### config.mk
export PLATFORM = sky130hd
export DESIGN_NAME = poly_compress_ctrl
export DESIGN_NICKNAME = d
export VERILOG_FILES = /design/src/rtl/kyber_pkg.sv /design/src/rtl/compress_module.sv /design/src/rtl/poly_compress_ctrl.sv
export SDC_FILE = /design/constraint.sdc
export NUM_CORES = 1
export LEC_CHECK = 0
export ABC_AREA = 0
export ABC_CLOCK_PERIOD_IN_PS = 29600
export CORE_ASPECT_RATIO = 0.5
export CORE_UTILIZATION = 55
export CTS_BUF_LIST = sky130_fd_sc_hd__clkbuf_8
export CTS_CLUSTER_DIAMETER = 150
export DETAILED_ROUTE_END_ITERATION = 12
export GPL_TIMING_DRIVEN = 0
export PLACE_DENSITY = 0.8
export SLEW_MARGIN = 30
export SYNTH_ARGS = -nofsm -noshare
export SYNTH_HDL_FRONTEND = slang
export SYNTH_SLANG_ARGS = --single-unit
### constraint.sdc
create_clock -name clk -period 29.6 [get_ports clk]
set_clock_uncertainty 0.05 [all_clocks]
set_input_delay 2.96 -clock clk [delete_from_list [all_inputs] [get_ports clk]]
set_output_delay 2.96 -clock clk [all_outputs]
set_load 0.01 [all_outputs]
### src/rtl/kyber_pkg.sv
// Shared Kyber constants, coefficient type and compress-controller state encoding.
package kyber_pkg;
  localparam int KYBER_Q = 3329;
  localparam int KYBER_N = 256;
  localparam int DU      = 10;
  localparam int DV      = 4;

  typedef logic [15:0] coeff_t;

  typedef enum logic [2:0] {IDLE, FETCH, WAIT, SETTLE, EMIT, DONE} cmp_state_e;

  // d values used by Kyber ciphertext encodings (du/dv across parameter sets)
  function automatic logic d_legal(input logic [15:0] d);
    return d inside {16'd1, 16'd4, 16'd5, 16'd10, 16'd11};
  endfunction
endpackage

### src/rtl/compress_module.sv
// Kyber compress: round(2^d * x / Q) mod 2^d for x < Q, purely combinational.
module compress_module
  import kyber_pkg::*;
#(
  parameter int Q = KYBER_Q
) (
  input  coeff_t      x,
  input  logic [15:0] d,
  output coeff_t      result
);
  logic [31:0] num, quo, mask;

  // Q is odd, so adding (Q-1)/2 before the floor division gives exact rounding
  always_comb begin
    num    = (32'(x) << d) + 32'((Q - 1) / 2);
    quo    = num / 32'(Q);
    mask   = (32'd1 << d) - 32'd1;
    result = coeff_t'(quo & mask);
  end
endmodule

### src/rtl/poly_compress_ctrl.sv
// Walks one polynomial in a 1-cycle RAM, compresses each coefficient, streams results out.
// Build option COMPRESS_PIPE_EN registers the compress result (adds SETTLE, 4 cycles/coeff).
module poly_compress_ctrl
  import kyber_pkg::*;
#(
  parameter int Q  = KYBER_Q,
  parameter int N  = KYBER_N,
  parameter int AW = 8,
  parameter int DW = 16
) (
  input  logic          clk,
  input  logic          rst,
  input  logic          start,
  input  logic [15:0]   d_sel,
  input  logic          abort,
  output logic          busy,
  output logic          done,
  output logic          err,
  output logic          mem_rd_en,
  output logic [AW-1:0] mem_addr,
  input  logic [DW-1:0] mem_rdata,
  output logic          out_valid,
  input  logic          out_ready,
  output logic [DW-1:0] out_data,
  output logic [AW-1:0] out_idx
);
  cmp_state_e    state_q, state_d;
  logic [AW-1:0] idx_q, idx_d;
  logic [15:0]   d_q, d_d;
  coeff_t        coeff_q, coeff_d;
  logic          err_q, err_d;
  coeff_t        cmp_res, res_out;

  compress_module #(.Q(Q)) u_compress (
    .x      (coeff_q),
    .d      (d_q),
    .result (cmp_res)
  );

`ifdef COMPRESS_PIPE_EN
  coeff_t res_q, res_d;
  always_comb begin
    res_d = res_q;
    if (state_q == SETTLE) res_d = cmp_res;
  end
  always_ff @(posedge clk or posedge rst) begin
    if (rst) res_q <= '0;
    else     res_q <= res_d;
  end
  assign res_out = res_q;
`else
  assign res_out = cmp_res;
`endif

  always_comb begin
    state_d = state_q;
    idx_d   = idx_q;
    d_d     = d_q;
    coeff_d = coeff_q;
    err_d   = 1'b0;
    // abort wins over everything, including a same-cycle handshake
    if (state_q != IDLE && abort) begin
      state_d = IDLE;
    end else begin
      case (state_q)
        IDLE: if (start) begin
          if (d_legal(d_sel)) begin
            d_d     = d_sel;
            idx_d   = '0;
            state_d = FETCH;
          end else begin
            err_d = 1'b1;
          end
        end
        FETCH: state_d = WAIT;
        WAIT: begin
          coeff_d = coeff_t'(mem_rdata);
`ifdef COMPRESS_PIPE_EN
          state_d = SETTLE;
`else
          state_d = EMIT;
`endif
        end
        SETTLE: state_d = EMIT;
        EMIT: if (out_ready) begin
          if (idx_q == AW'(N - 1)) begin
            state_d = DONE;
          end else begin
            idx_d   = idx_q + 1'b1;
            state_d = FETCH;
          end
        end
        DONE:    state_d = IDLE;
        default: state_d = IDLE;
      endcase
    end
  end

  always_ff @(posedge clk or posedge rst) begin
    if (rst) begin
      state_q <= IDLE;
      idx_q   <= '0;
      d_q     <= '0;
      coeff_q <= '0;
      err_q   <= 1'b0;
    end else begin
      state_q <= state_d;
      idx_q   <= idx_d;
      d_q     <= d_d;
      coeff_q <= coeff_d;
      err_q   <= err_d;
    end
  end

  // Moore outputs; state resets to IDLE so every output is 0 under rst
  always_comb begin
    busy      = (state_q != IDLE);
    done      = (state_q == DONE);
    err       = err_q;
    mem_rd_en = (state_q == FETCH);
    mem_addr  = mem_rd_en ? idx_q : '0;
    out_valid = (state_q == EMIT);
    out_data  = out_valid ? DW'(res_out) : '0;
    out_idx   = out_valid ? idx_q : '0;
  end
endmodule

Word-level counts from Yosys, hierarchy flattened
Cells that the tools add are included.
{"block": "totals", "inputBits": 37, "reg_bits": 44, "elab_cells": 59}
{"block": "classes", "n_reduce_logical": 10, "shifts": 2, "n_bitwise": 2, "div_mod_pow": 1, "muxes": 18, "add_sub_neg": 3, "n_eq_ne": 18}
{"cell": "$mux 8", "n": 6}
{"cell": "$add 32x11->32 const B", "n": 1}
{"cell": "$div 32x12->32 const B", "n": 1}
{"cell": "$eq 16x3->1 const B", "n": 2}
{"cell": "$eq 16x4->1 const B", "n": 2}
{"cell": "$shl 16x16->32", "n": 1}
{"cell": "$and 16x16->16", "n": 1}
{"cell": "$eq 16x1->1 const B", "n": 1}
{"cell": "$mux 16", "n": 1}
{"cell": "$pmux 8 s2", "n": 1}
{"cell": "$shl 1x16->16 const A", "n": 1}
{"cell": "$sub 16x1->16 const B", "n": 1}
{"cell": "$mux 3", "n": 5}
{"cell": "$pmux 3 s4", "n": 1}
{"cell": "$add 8x1->8 const B", "n": 1}
{"cell": "$eq 8x8->1 const B", "n": 1}
{"cell": "$eq 3x2->1 const B", "n": 2}
{"cell": "$eq 3x3->1 const B", "n": 2}
{"cell": "$ne 2x2->1 const B", "n": 3}
{"cell": "$ne 3x3->1 const B", "n": 2}
{"cell": "$reduce_and 6->1", "n": 1}
{"cell": "$reduce_bool 5->1", "n": 1}
{"cell": "$mux 1", "n": 4}
{"cell": "$reduce_and 4->1", "n": 1}
{"cell": "11 further kinds", "n": 11}

Depth between registers and ports, before layout
{"block": "depth", "word_depth": 6, "mapped_depth": 98, "mapped_depth_nobuf": 82}

Modules after synthesis
A second synthesis with hierarchy kept.
{"block": "hier_totals", "cells_unflattened": 2003, "area_unflattened_um2": 14855.5}
{"module": "compress_module", "seq_area_each_um2": 0.0, "instances": 1, "cells_each": 1820, "area_per_inst_um2": 12806.0}
{"module": "poly_compress_ctrl", "seq_area_each_um2": 1101.1, "instances": 1, "cells_each": 183, "area_per_inst_um2": 2049.5}

Worst setup path before layout
No wires, ideal clock.
{"block": "synth_timing", "path_kind": "reg-to-output", "start": "register d_q[12]", "end": "output port out_data[0]", "stages_incl_launch_ff": 88, "path_slack_ns": 4.311, "arrival_time_ns": 22.279, "cell_sequence": "dfrtp_1 or4_1 buf_2 or4_1 clkbuf_1 a211oi_1 ha_1 a21oi_1 and3_1 buf_2 or4_1 xnor2_1 or4_1 o41a_1 o41ai_4 o211a_1 a21o_1 a21oi_2 (+52 left out) o21ai_2 nand2_1 xnor2_1 nand3_1 nor2_1 and4b_1 buf_4 nor2_1 xnor2_1 inv_2 ha_1 or3_1 a2111oi_0 inv_2 o21ai_1 a21oi_1 o32ai_1 a221oi_2"}
{"block": "synth_via", "elab_chain_len": 5, "elab_cells_between_ends": 7, "classes_between": "add/sub (2); div (1); shift (2); mux (1); bitwise (1)"}
{"element": "from (decl)", "line_no": "poly_compress_ctrl.sv:29", "text": "logic [15:0] d_q, d_d;"}
{"element": "from (signal assigned)", "line_no": "poly_compress_ctrl.sv:103", "text": "d_q <= '0;"}
{"element": "from (signal assigned)", "line_no": "poly_compress_ctrl.sv:109", "text": "d_q <= d_d;"}
{"element": "$shl 16x16->32", "line_no": "compress_module.sv:15", "text": "num = (32'(x) << d) + 32'((Q - 1) / 2);"}
{"element": "$add 32x11->32", "line_no": "compress_module.sv:15"}
{"element": "$div 32x12->32", "line_no": "compress_module.sv:16", "text": "quo = num / 32'(Q);"}
{"element": "$and 16x16->16 (*)", "line_no": "compress_module.sv:18", "text": "result = coeff_t'(quo & mask);"}
{"element": "$mux 16 (*)", "line_no": "poly_compress_ctrl.sv:123", "text": "out_data = out_valid ? DW'(res_out) : '0;"}
{"element": "to (decl)", "line_no": "poly_compress_ctrl.sv:24", "text": "output logic [DW-1:0] out_data,"}
Every way passes the cells marked *; elsewhere a longest branch is shown, timed or not.

Worst setup path after layout
Ends and elaborated chain as after synthesis.

==> impl_metrics.sql <==
INSERT INTO impl_metrics (metric_group, metric, value, unit) VALUES
('clock_tree', 'tritoncts_clock_tree', 'done', ''),
('clock_tree', 'cts_buffers', '5', ''),
('grt', 'met3_usage', '4.81', '%'),
('clock_tree', 'max-clock-path-buffers', '2', ''),
('routing', 'detail_route.drc_violations', '0', ''),
('floorplan', 'die_height', '120', 'um'),
('grt', 'top_usage_layer', 'met2', ''),
('floorplan', 'die_area', '28600', 'um^2'),
('routing', 'wirelength', '53.4', 'mm'),
('critical_path', 'timing.critical_path.max_delay_family', 'compound AO/OA/AOI/OAI gates', ''),
('logic_synthesis', 'ys_dominant_reg_cell', 'dfrtp_1', ''),
('outcome', 'outcome', 'finished, final reports clean', ''),
('min_path', 'min_path_type', 'reg2reg', ''),
('critical_path', 'worst_setup_end_kind', 'output port', ''),
('finish', 'final_net_count', '2313', ''),
('critical_path', 'most_frequent_cell_on_the_critical_path', 'xnor2_2', ''),
('critical_path', 'critical_path.startpoint_type', 'flop', ''),
('logic_synthesis', 'yosysUniqueCellTypes', '132', ''),
('timing', 'timing.max_slew.rel_slack', '30.0', '%'),
('clock_tree', 'count_of_hold_fix_buffers_inserted_at_cts', '0', ''),
('floorplan', 'core.rowCount', '42', ''),
('finish', 'drive_above_1_share', '16.4', '%'),
('timing', 'finalSetupViolCount', '0', ''),
('logic_synthesis', 'ys.warnings.count', '0', ''),
('grt', 'grt_usage', '34.9', '%'),
('routing', 'first_pass_iters', '6', ''),
('critical_path', 'slowest_delay', '0.58', 'ns'),
('routing', 'drt.antenna.violating_nets', '0', ''),
('timing', 'final.min_clock_period', '28.67', 'ns'),
('critical_path', 'classification_of_the_worst_setup_path', 'reg2out', ''),
('floorplan', 'fp.dieW', '238', 'um'),
('logic_synthesis', 'yosysSeqAreaShare', '7.18', '%'),
('finish', 'layout-area-overhead-vs-synth', '15.3', '%'),
('grt', 'grt.overflow.total', '0', ''),
('routing', 'wl_per_cell', '20.2', 'um'),
('critical_path', 'path_buf_inv', '12', ''),
('finish', 'n_antenna_cell', '0', ''),
('logic_synthesis', 'synthesis.nets', '2193', ''),
('place', 'total_of_buffers_placed_on_input_and_output_ports', '73', ''),
('grt', 'grt_start_max_net_pins', '31', ''),
('critical_path', 'cp.arrival', '25.66', 'ns'),
('grt', 'groute.layer.met1.usage', '51.3', '%'),
('place', 'gp_congestion', '0.983', ''),
('critical_path', 'crit_slowest_cell', 'or4_1', ''),
('logic_synthesis', 'synth.ff_latch_count', '44', ''),
('critical_path', 'timing.critical_path.required', '26.59', 'ns'),
('routing', 'via_count', '18500', ''),
('floorplan', 'floorplan.initialDensity', '57.0', '%'),
('routing', 'route.detailed.vias_per_inst', '6.99', ''),
('timing', 'tightestPinTransition', '1.04', 'ns'),
('timing', 'fin_crit_sh', '96.8', '%'),
('floorplan', 'io_pins', '74', ''),
('grt', 'grt_antenna_before_repair', '1', ''),
('clock_tree', 'clk_latency', '0.30', 'ns'),
('timing', 'worst_hold_slack', '0.478', 'ns'),
('floorplan', 'core-area', '26900', 'um^2'),
('logic_synthesis', 'post_synth_instance_area', '15300', 'um^2'),
('place', 'hpwl', '40.9', 'mm'),
('logic_synthesis', 'synthesized_instance_count', '2150', ''),
('clock_tree', 'clockRootBuffer', 'clkbuf_8', ''),
('grt', 'global_route.usage.met2', '53.7', '%'),
('timing', 'fmax', '34.9', 'MHz'),
('logic_synthesis', 'syn_area_per_cell', '7.13', 'um^2'),
('logic_synthesis', 'synth_edf_count', '0', ''),
('critical_path', 'cp_max_fo', '10', ''),
('logic_synthesis', 'synth-async-reset-ratio', '100', '%'),
('timing', 'timing.final.max_slew_violations', '0', ''),
('grt', 'grt_pass1_vias', '16000', ''),
('job', 'max_cap_violations', '0', ''),
('routing', 'drt-initial-drc-count', '2082', ''),
('grt', 'grt_first_pass_wirelength', '83.5', 'mm'),
('clock_tree', 'tritoncts_num_sinks', '44', ''),
('timing', 'final-hold-violation-count', '0', ''),
('clock_tree', 'path_clk_slew', '0.08', 'ns'),
('clock_tree', 'ctsHtreeMaxLevel', '2', '');
[state kept, by name, summed over array words and instances, names as in the netlist]
| name | cells |
|---|---|
| d_q | 16 |
| err | 1 |
| coeff_q | 16 |
| idx_q | 8 |
| state_q | 3 |
[Yosys cell counts, types with 30 or more instances]
master / n / share of area, %
a21oi_1: 134 / 4.4
clkbuf_1: 61 / 1.5
nor2_1: 197 / 4.8
o21ai_1: 36 / 1.2
and2_1: 39 / 1.6
nor3_1: 87 / 2.8
xor2_1: 41 / 2.3
mux2i_1: 44 / 2.9
or3_1: 35 / 1.4
o21ai_0: 81 / 2.6
and3_1: 43 / 1.8
nand3_1: 81 / 2.6
mux2_2: 41 / 3.0
xnor2_1: 106 / 6.1
a211oi_1: 34 / 1.7
dfrtp_1: 44 / 7.2
nand4_1: 37 / 1.5
nor4_1: 35 / 1.4
a31oi_1: 42 / 1.7
o211ai_1: 35 / 1.7
nand2_1: 184 / 4.5
nand2b_1: 30 / 1.2
inv_1: 57 / 1.4
[metal layers]
metal	vias to the layer above	share of wire [%]
li1	8607	-
met1	8791	44
met2	985	44
met3	114	9.7
met4	0	2.3
met5	-	0
[what timing repair did]
item	CTS	global route
resized for setup	7	123
cloned	0	0
pin swaps	2	30
setup buffers	2	36
endpoints found under the setup margin	1	3
endpoints found under the hold margin	0	0
[logic make-up after synthesis]
| logic type | count (synthesis) | share of synthesized area [%] |
|---|---|---|
| and+or+nand+nor | 921 | 31.8 |
| AOI/OAI and AO/OA | 746 | 37.3 |
| xor gates and xnor gates | 157 | 9.46 |
| buffers and inverters | 157 | 4.36 |
| muxes | 112 | 9.00 |
| DFF | 44 | 7.18 |
| adders and majority gates | 13 | 0.946 |
[through the flow]
step	utilization [%]	worst slack [ns]	setup TNS (ns)	cell area, um^2	instances
finish	65.7	0.933	0	17700	2645
global route	65.7	-0.364	-0.364	17700	2645
CTS	62.2	0.0407	0	16700	2610
detailed placement	61.6	-0.187	-0.187	16600	2600
global placement	61.4	0.0724	0	16500	2597
floorplan	-	4.31	0	15300	2150
[cell usage in the layout (no fill, tap or decap), types with 35 or more instances in the layout]
cell type | Yosys | layout
a21oi_1 | 134 | 132
a31oi_1 | 42 | 36
and2_1 | 39 | 39
and3_1 | 43 | 43
buf_4 | 8 | 46
clkbuf_1 | 61 | 55
clkdlybuf4s50_1 | 0 | 73
dfrtp_1 | 44 | 44
inv_1 | 57 | 55
mux2_2 | 41 | 40
mux2i_1 | 44 | 41
nand2_1 | 184 | 184
nand3_1 | 81 | 81
nand4_1 | 37 | 37
nor2_1 | 197 | 193
nor3_1 | 87 | 84
o211ai_1 | 35 | 35
o21ai_0 | 81 | 81
or3_1 | 35 | 35
xnor2_1 | 106 | 94
xor2_1 | 41 | 37
[worst paths after layout]
kind                                to        from  cells after the start  slack, ns
max                        out_data[0]     d_q[12]                     92       0.93
min                             d_q[9]      d_q[9]                      1       0.48
max reg2reg                     d_q[3]  state_q[1]                      8      27.00
min reg2reg                     d_q[9]      d_q[9]                      1       0.48
max in group asynchronous      d_q[11]         rst                      3      26.14
min in group asynchronous          err         rst                      2       2.89
[cell type report]
type | count | area, um^2
Buffer | 95 | 445
Timing Repair Buffer | 114 | 1050
Clock buffer | 6 | 82.6
Sequential cell | 44 | 1100
Multi-Input combinational cell | 1949 | 14300
Tap cell | 374 | 468
Fill cell | 2406 | 9220
Clock inverter | 2 | 10.0
Inverter | 61 | 229
Power is left out: the tool's default activity adds up to more than one toggle a clock period on the data nets, which glitch-free logic cannot reach.
